[config.mk]
export PLATFORM = sky130hd
export DESIGN_NAME = dtm_jtag_tap
export DESIGN_NICKNAME = d
export VERILOG_FILES = /design/src/rtl/dtm_jtag_tap_pkg.sv /design/src/rtl/dtm_jtag_tap.sv
export SDC_FILE = /design/constraint.sdc
export NUM_CORES = 1
export LEC_CHECK = 0
export ABC_AREA = 0
export ABC_CLOCK_PERIOD_IN_PS = 3400
export BUFFER_PORTS_ARGS = -buffer_cell sky130_fd_sc_hd__buf_2
export CAP_MARGIN = 20
export CORE_MARGIN = 2
export CORE_UTILIZATION = 45
export CTS_BUF_LIST = sky130_fd_sc_hd__clkbuf_4
export CTS_CLUSTER_SIZE = 24
export DETAILED_ROUTE_END_ITERATION = 6
export GPL_ROUTABILITY_DRIVEN = 1
export PLACE_DENSITY = 0.64
export SLEW_MARGIN = 20
export SYNTH_ARGS = -nofsm -noshare
export SYNTH_HDL_FRONTEND = slang
export SYNTH_SLANG_ARGS = --single-unit
[constraint.sdc]
create_clock -name tck_i -period 3.4 [get_ports tck_i]
set_clock_uncertainty 0.15 [all_clocks]
set_input_delay 0.34 -clock tck_i [delete_from_list [all_inputs] [get_ports tck_i]]
set_output_delay 0.34 -clock tck_i [all_outputs]
set_load 0.05 [all_outputs]
[src/rtl/dtm_jtag_tap_pkg.sv]
`timescale 1ns/1ps
`default_nettype none
// ============================================================================
// Module  : dm (package)
// Purpose : Shared types for the debug transport module JTAG front end:
//           TAP controller state encoding, DTM instruction encodings and
//           the instruction register width.
// Revision: 1.0 - initial release
// ============================================================================
package dm;

    localparam int unsigned c_IR_WIDTH = 5;

    typedef enum logic [3:0] {
        TestLogicReset,
        RunTestIdle,
        SelectDrScan,
        CaptureDr,
        ShiftDr,
        Exit1Dr,
        PauseDr,
        Exit2Dr,
        UpdateDr,
        SelectIrScan,
        CaptureIr,
        ShiftIr,
        Exit1Ir,
        PauseIr,
        Exit2Ir,
        UpdateIr
    } tap_state_e;

    typedef enum logic [4:0] {
        BYPASS0   = 5'h00,
        IDCODE    = 5'h01,
        DTMCSR    = 5'h10,
        DMIACCESS = 5'h11,
        BYPASS1   = 5'h1F
    } dtm_ir_e;

endpackage
`default_nettype wire

[src/rtl/dtm_jtag_tap.sv]
`timescale 1ns/1ps
`default_nettype none
// ============================================================================
// Module  : dtm_jtag_tap
// Purpose : IEEE 1149.1 TAP controller feeding the RISC-V DTM register block.
//           Holds the 16-state TAP FSM, the instruction register and the
//           IDCODE / BYPASS data registers; muxes serial data onto TDO.
// Ports   : tck_i / trst_ni        - JTAG clock, async active-low reset
//           tms_i / td_i           - test mode select, test data in
//           td_o / tdo_oe_o        - test data out + enable (falling edge)
//           tdi_o                  - td_i forwarded to the register block
//           capture_o/shift_o/update_o - DR scan strobes
//           dtmcs_select_o / dmi_select_o - register selects from the IR
//           dmi_clear_o            - high while in TestLogicReset
//           dtmcs_tdo_i / dmi_tdo_i - serial outputs of the register block
// Revision: 1.0 - initial release
// ============================================================================
module dtm_jtag_tap
    import dm::*;
#(
    parameter int unsigned IrLength    = c_IR_WIDTH,
    parameter logic [31:0] IdcodeValue = 32'h0000_0001
) (
    input  logic tck_i,
    input  logic trst_ni,
    input  logic tms_i,
    input  logic td_i,
    output logic td_o,
    output logic tdo_oe_o,
    output logic tdi_o,
    output logic capture_o,
    output logic shift_o,
    output logic update_o,
    output logic dtmcs_select_o,
    output logic dmi_select_o,
    output logic dmi_clear_o,
    input  logic dtmcs_tdo_i,
    input  logic dmi_tdo_i
);

    tap_state_e            r_state;
    tap_state_e            w_state_next;
    logic [IrLength-1:0]   r_ir;
    logic [IrLength-1:0]   r_ir_shift;
    logic [31:0]           r_idcode;
    logic                  r_bypass;
    logic                  r_td;
    logic                  r_tdo_oe;
    logic                  w_tdo;
    logic                  w_sel_idcode;
    logic                  w_sel_dtmcs;
    logic                  w_sel_dmi;
    logic                  w_sel_bypass;

    // ------------------------------------------------------------------
    // TAP state machine
    // ------------------------------------------------------------------
    always_ff @(posedge tck_i or negedge trst_ni) begin
        if (!trst_ni) r_state <= TestLogicReset;
        else          r_state <= w_state_next;
    end

    always_comb begin
        w_state_next = r_state;
        unique case (r_state)
            TestLogicReset: w_state_next = tms_i ? TestLogicReset : RunTestIdle;
            RunTestIdle:    w_state_next = tms_i ? SelectDrScan   : RunTestIdle;
            SelectDrScan:   w_state_next = tms_i ? SelectIrScan   : CaptureDr;
            CaptureDr:      w_state_next = tms_i ? Exit1Dr        : ShiftDr;
            ShiftDr:        w_state_next = tms_i ? Exit1Dr        : ShiftDr;
            Exit1Dr:        w_state_next = tms_i ? UpdateDr       : PauseDr;
            PauseDr:        w_state_next = tms_i ? Exit2Dr        : PauseDr;
            Exit2Dr:        w_state_next = tms_i ? UpdateDr       : ShiftDr;
            UpdateDr:       w_state_next = tms_i ? SelectDrScan   : RunTestIdle;
            SelectIrScan:   w_state_next = tms_i ? TestLogicReset : CaptureIr;
            CaptureIr:      w_state_next = tms_i ? Exit1Ir        : ShiftIr;
            ShiftIr:        w_state_next = tms_i ? Exit1Ir        : ShiftIr;
            Exit1Ir:        w_state_next = tms_i ? UpdateIr       : PauseIr;
            PauseIr:        w_state_next = tms_i ? Exit2Ir        : PauseIr;
            Exit2Ir:        w_state_next = tms_i ? UpdateIr       : ShiftIr;
            UpdateIr:       w_state_next = tms_i ? SelectDrScan   : RunTestIdle;
            default:        w_state_next = TestLogicReset;
        endcase
    end

    // ------------------------------------------------------------------
    // Instruction register: shift stage plus the active IR. The active IR
    // only changes in UpdateIr / TestLogicReset, so selects decoded from
    // it stay stable across any DR scan.
    // ------------------------------------------------------------------
    always_ff @(posedge tck_i or negedge trst_ni) begin
        if (!trst_ni) begin
            r_ir       <= IrLength'(IDCODE);
            r_ir_shift <= '0;
        end else begin
            unique case (r_state)
                TestLogicReset: r_ir       <= IrLength'(IDCODE);
                CaptureIr:      r_ir_shift <= IrLength'(1);
                ShiftIr:        r_ir_shift <= {td_i, r_ir_shift[IrLength-1:1]};
                UpdateIr:       r_ir       <= r_ir_shift;
                default:        ;
            endcase
        end
    end

    assign w_sel_idcode = (r_ir == IrLength'(IDCODE));
    assign w_sel_dtmcs  = (r_ir == IrLength'(DTMCSR));
    assign w_sel_dmi    = (r_ir == IrLength'(DMIACCESS));
    // Every encoding not otherwise claimed (incl. BYPASS0/BYPASS1) is bypass.
    assign w_sel_bypass = !(w_sel_idcode || w_sel_dtmcs || w_sel_dmi);

    // ------------------------------------------------------------------
    // Internal data registers
    // ------------------------------------------------------------------
    always_ff @(posedge tck_i or negedge trst_ni) begin
        if (!trst_ni) begin
            r_idcode <= IdcodeValue;
            r_bypass <= 1'b0;
        end else if (r_state == CaptureDr) begin
            if (w_sel_idcode) r_idcode <= IdcodeValue;
            if (w_sel_bypass) r_bypass <= 1'b0;
        end else if (r_state == ShiftDr) begin
            if (w_sel_idcode) r_idcode <= {td_i, r_idcode[31:1]};
            if (w_sel_bypass) r_bypass <= td_i;
        end
    end

    // ------------------------------------------------------------------
    // TDO mux, retimed to the falling edge so the host samples a stable
    // bit on the following rising edge.
    // ------------------------------------------------------------------
    always_comb begin
        w_tdo = r_bypass;
        if (r_state == ShiftIr)  w_tdo = r_ir_shift[0];
        else if (w_sel_idcode)   w_tdo = r_idcode[0];
        else if (w_sel_dtmcs)    w_tdo = dtmcs_tdo_i;
        else if (w_sel_dmi)      w_tdo = dmi_tdo_i;
    end

    always_ff @(negedge tck_i or negedge trst_ni) begin
        if (!trst_ni) begin
            r_td     <= 1'b0;
            r_tdo_oe <= 1'b0;
        end else begin
            r_td     <= w_tdo;
            r_tdo_oe <= (r_state == ShiftIr) || (r_state == ShiftDr);
        end
    end

    assign td_o           = r_td;
    assign tdo_oe_o       = r_tdo_oe;
    assign tdi_o          = td_i;
    assign capture_o      = (r_state == CaptureDr);
    assign shift_o        = (r_state == ShiftDr);
    assign update_o       = (r_state == UpdateDr);
    assign dtmcs_select_o = w_sel_dtmcs;
    assign dmi_select_o   = w_sel_dmi;
    assign dmi_clear_o    = (r_state == TestLogicReset);

endmodule
`default_nettype wire

# Yosys cells after proc, flatten, opt, wreduce, memory -nomap -nowiden
# Cells that the tools add are included.
[classes]
eq_ne = 18
mux = 27
bitwise = 1
reduce_logical = 12
[ops]
columns = ["operator", "n"]
rows = [
  ["$mux W32", 4],
  ["$pmux W4 S12", 1],
  ["$eq A4 B4 Y1 const B", 8],
  ["$pmux W5 S2", 2],
  ["$eq A4 B3 Y1 const B", 4],
  ["$mux W4", 4],
  ["$mux W1", 11],
  ["$eq A5 B5 Y1 const B", 2],
  ["$eq A4 B2 Y1 const B", 2],
  ["$mux W2", 3],
  ["$mux W3", 2],
  ["$reduce_bool A2 Y1", 3],
  ["$eq A5 B1 Y1 const B", 1],
  ["$eq A4 B1 Y1 const B", 1],
  ["$logic_not A4 Y1", 1],
  ["$reduce_and A2 Y1", 2],
  ["$reduce_or A2 Y1", 2],
  ["$logic_or A1 B1 Y1", 3],
  ["$reduce_or A3 Y1", 1],
  ["$not A1 Y1", 1],
]
[word_totals]
reg_bits = 49
elab_cells = 65

# Depth between registers and ports, before layout
[depth]
depth_word = 6
ltp_mapped = 8
ltp_nobuf = 6

==> results.py <==
metrics = {
    "timing": {
        "hold_violations": 0,
        "finalWorstSetupSlack_ps": 213.9,
        "rsz0062_at_grt": "false",
        "finalMaxSlewViolations": 0,
        "fin_tns_setup_ps": 0,
        "setup_viol": 0,
        "slew_headroom_pct": 68.63,
        "worst_slew_pin_slew_ps": 470.6,
    },
    "grt": {
        "overflow": 0,
        "grt_start_max_net_pins": 49,
        "grt_pass1_vias": 1489,
        "grt_util_all_layers_pct": 15.85,
        "grt_antenna_before_repair": 0,
        "grt_pass1_wl_um": 6803,
    },
    "power_and_ir_drop": {
        "peakVddDrop_uv": 398.2,
        "pwr-share-seq_pct": 40.3,
        "p_leak_nw": 1.089,
        "swShare_pct": 42.81,
        "pwr-share-clk_pct": 15.8,
        "comb_power_share_pct": 43.9,
        "p_int_w": 0.001210,
        "powerDensity_nw_per_um2": 860.3,
        "net-switching-power_w": 0.0009055,
    },
    "floorplan": {
        "die_width_um": 74.51,
        "rows": 25,
        "core_region_area_um2": 4755,
        "ios": 15,
        "fp.dieH_um": 74.51,
        "die_area_um2": 5552,
        "start_util_pct": 47.05,
    },
    "place": {
        "dp.cells": 323,
        "hpwl_um": 2644,
        "dpl_worst_slack_ps": 336.9,
        "port_buffers": 14,
        "gp_congestion": 0.7101,
    },
    "logic_synthesis": {
        "synth_ff_type": "dfrtp_1",
        "ys_types": 38,
        "ys_top_cells_by_area": "dfrtp_1, nand2_1, o21ai_1",
        "synthXorXnorAreaFrac_pct": 0.3915,
        "synth_fp_nets": 259,
        "synthCells": 253,
        "synth_most_common_cell": "nand2_1",
        "ys_seq_area_share_pct": 54.92,
        "syn-cell-area_um2": 2237,
        "synth_common_cells": "nand2_1, dfrtp_1, o21ai_1, nor2_1",
        "synthAdderAreaFrac_pct": 0,
        "synth-compound-area-share_pct": 17.17,
        "avgSynthCellArea_um2": 8.842,
        "synth_top_family_by_area": "simple AND/OR/NAND/NOR gates",
        "synthMuxAreaShare_pct": 0.8949,
        "ys_ff_latch": 49,
        "yosys_warnings": 0,
        "synth_edf_count": 0,
        "synth_top_cell_by_area": "dfrtp_1",
        "async_reset_ff_share_pct": 100.0,
        "synthSimpleGateAreaFrac_pct": 21.25,
        "netlist.area_leader.share_pct": 50.34,
    },
    "setup_path": {
        "critPathLaunchType": "flop",
        "critPathSlowestCell": "dfrtn_1",
        "worstPathCellList": "buf_2",
        "cpPeakStageDelay_ps": 400,
        "cp_top_family": "flip-flops",
        "worstSetupEndpointType": "output port",
        "arrival_ps": 2700,
        "required_ps": 2910,
        "crit_fanout": 1,
        "crit_buf_inv": 1,
        "critPathKind": "flop to output port",
    },
    "layout": {
        "layout-drive-gt1-share_pct": 13.96,
        "regArea_um2": 1229,
        "final_cells": 332,
        "fin_nets": 270,
        "area_growth_pct": 9.899,
        "multi_input_area_um2": 897.1,
        "fillers": 474,
        "diodes": 0,
        "fin_util_pct": 51.71,
    },
    "routing": {
        "drtIter0Drc": 96,
        "vias_per_cell": 5.009,
        "firstDrtPassIters": 4,
        "wirelength_um": 3951,
        "dr_total_vias": 1663,
        "antenna_left": 0,
        "drc_errors": 0,
        "wl_per_cell_um": 11.90,
    },
    "clocking": {
        "cts_resized": 0,
        "root_buffer": "clkbuf_4",
        "holdBufCountCts": 1,
        "cts_buffer_depth": 2,
        "clkSinkCount": 49,
        "clkTransAtPathRegs_ps": 130,
        "cts-buffers-inserted": 5,
        "cts_max_level": 2,
        "cts_tree": "built",
        "clk_latency_ps": 350,
        "post_cts_buffers": 0,
    },
    "run_status": {
        "outcome": "finished, final reports clean",
    },
    "min_path": {
        "hp-class": "input pin to flop",
    },
    "run": {
        "max_cap_viol_count": 0,
    },
}
[flip-flops by register name, indices dropped and copies added (netlist names)]
| register | cells |
|---|---|
| r_idcode | 32 |
| r_ir | 5 |
| r_ir_shift | 5 |
| r_state | 4 |
| r_bypass | 1 |
| td_o | 1 |
| tdo_oe_o | 1 |
[layout by cell type, fill, tap and decap left out, types with 2 or more instances in the layout]
cell type,synthesis,routed
nor2_1,11,11
buf_4,4,9
and3_1,3,3
nor2b_1,3,3
o22ai_1,5,5
o21ai_1,31,31
buf_2,6,14
clkbuf_4,0,6
dfrtp_1,45,45
inv_1,5,5
a21oi_1,9,9
or3_1,2,2
dfstp_2,2,2
nand3_1,2,2
a221oi_1,2,2
nand2_1,77,77
o21ai_0,10,10
dfrtn_1,2,2
mux2i_1,2,2
nand2b_1,4,4
[final cells by class]
type / instances / area share [%]
tap: 67 / 3.410
sequential: 49 / 49.97
multi-input combinational: 178 / 36.49
timing repair buffer: 24 / 6.005
clock buffer: 6 / 1.832
clock inverter: 2 / 1.374
inverter: 6 / 0.9160
[routing by layer]
| layer | vias to the layer above | global-route usage [%] | part of all wire [%] |
|---|---|---|---|
| met2 | 17 | 24.29 | 46 |
| li1 | 863 | - | - |
| met1 | 779 | 22.53 | 50 |
| met5 | - | 0 | 0 |
| met3 | 4 | 4.065 | 3.1 |
| met4 | 0 | 4.167 | 0.91 |
[worst paths after layout]
path / endpoint / slack, ps / depth (start not counted) / start
max in group asynchronous: td_o / 1000 / 2 / trst_ni
min in group asynchronous: r_idcode[25] / 240 / 2 / trst_ni
min reg2reg: r_idcode[0] / 330 / 2 / r_idcode[0]
max reg2reg: td_o / 290 / 4 / r_ir[1]
min: r_ir_shift[4] / 110 / 3 / td_i
max: tdo_oe_o / 210 / 1 / tdo_oe_o
[through the flow]
| step | power (W) | hold WS, ps | area (µm²) |
|---|---|---|---|
| finish | 0.002115 | 105.8 | 2459 |
| global route | 0.002296 | 118.0 | 2459 |
| CTS | 0.002138 | 92.47 | 2459 |
| detailed placement | 0.001800 | 91.45 | 2370 |
| global placement | 0.001782 | 93.01 | 2370 |
| floorplan | 0.001601 | -105.6 | 2246 |
[power by group through the flow]
stage | clock [W] | combinational, W | sequential (W)
2_1_floorplan | 0 | 0.000747 | 0.000854
3_3_place_gp | 0 | 0.000921 | 0.000861
3_5_place_dp | 0 | 0.000938 | 0.000861
4_1_cts | 0.000346 | 0.000941 | 0.000851
5_1_grt | 0.000373 | 0.00105 | 0.000875
6_report | 0.000335 | 0.000928 | 0.000852
[kinds of logic after synthesis]
logic type	Yosys count
xor gates and xnor gates	1
DFF	49
buffers and inverters	26
muxes	2
and+or+nand+nor	110
AOI/OAI and AO/OA	65
Note: power is estimated with default switching activity, not from simulation.
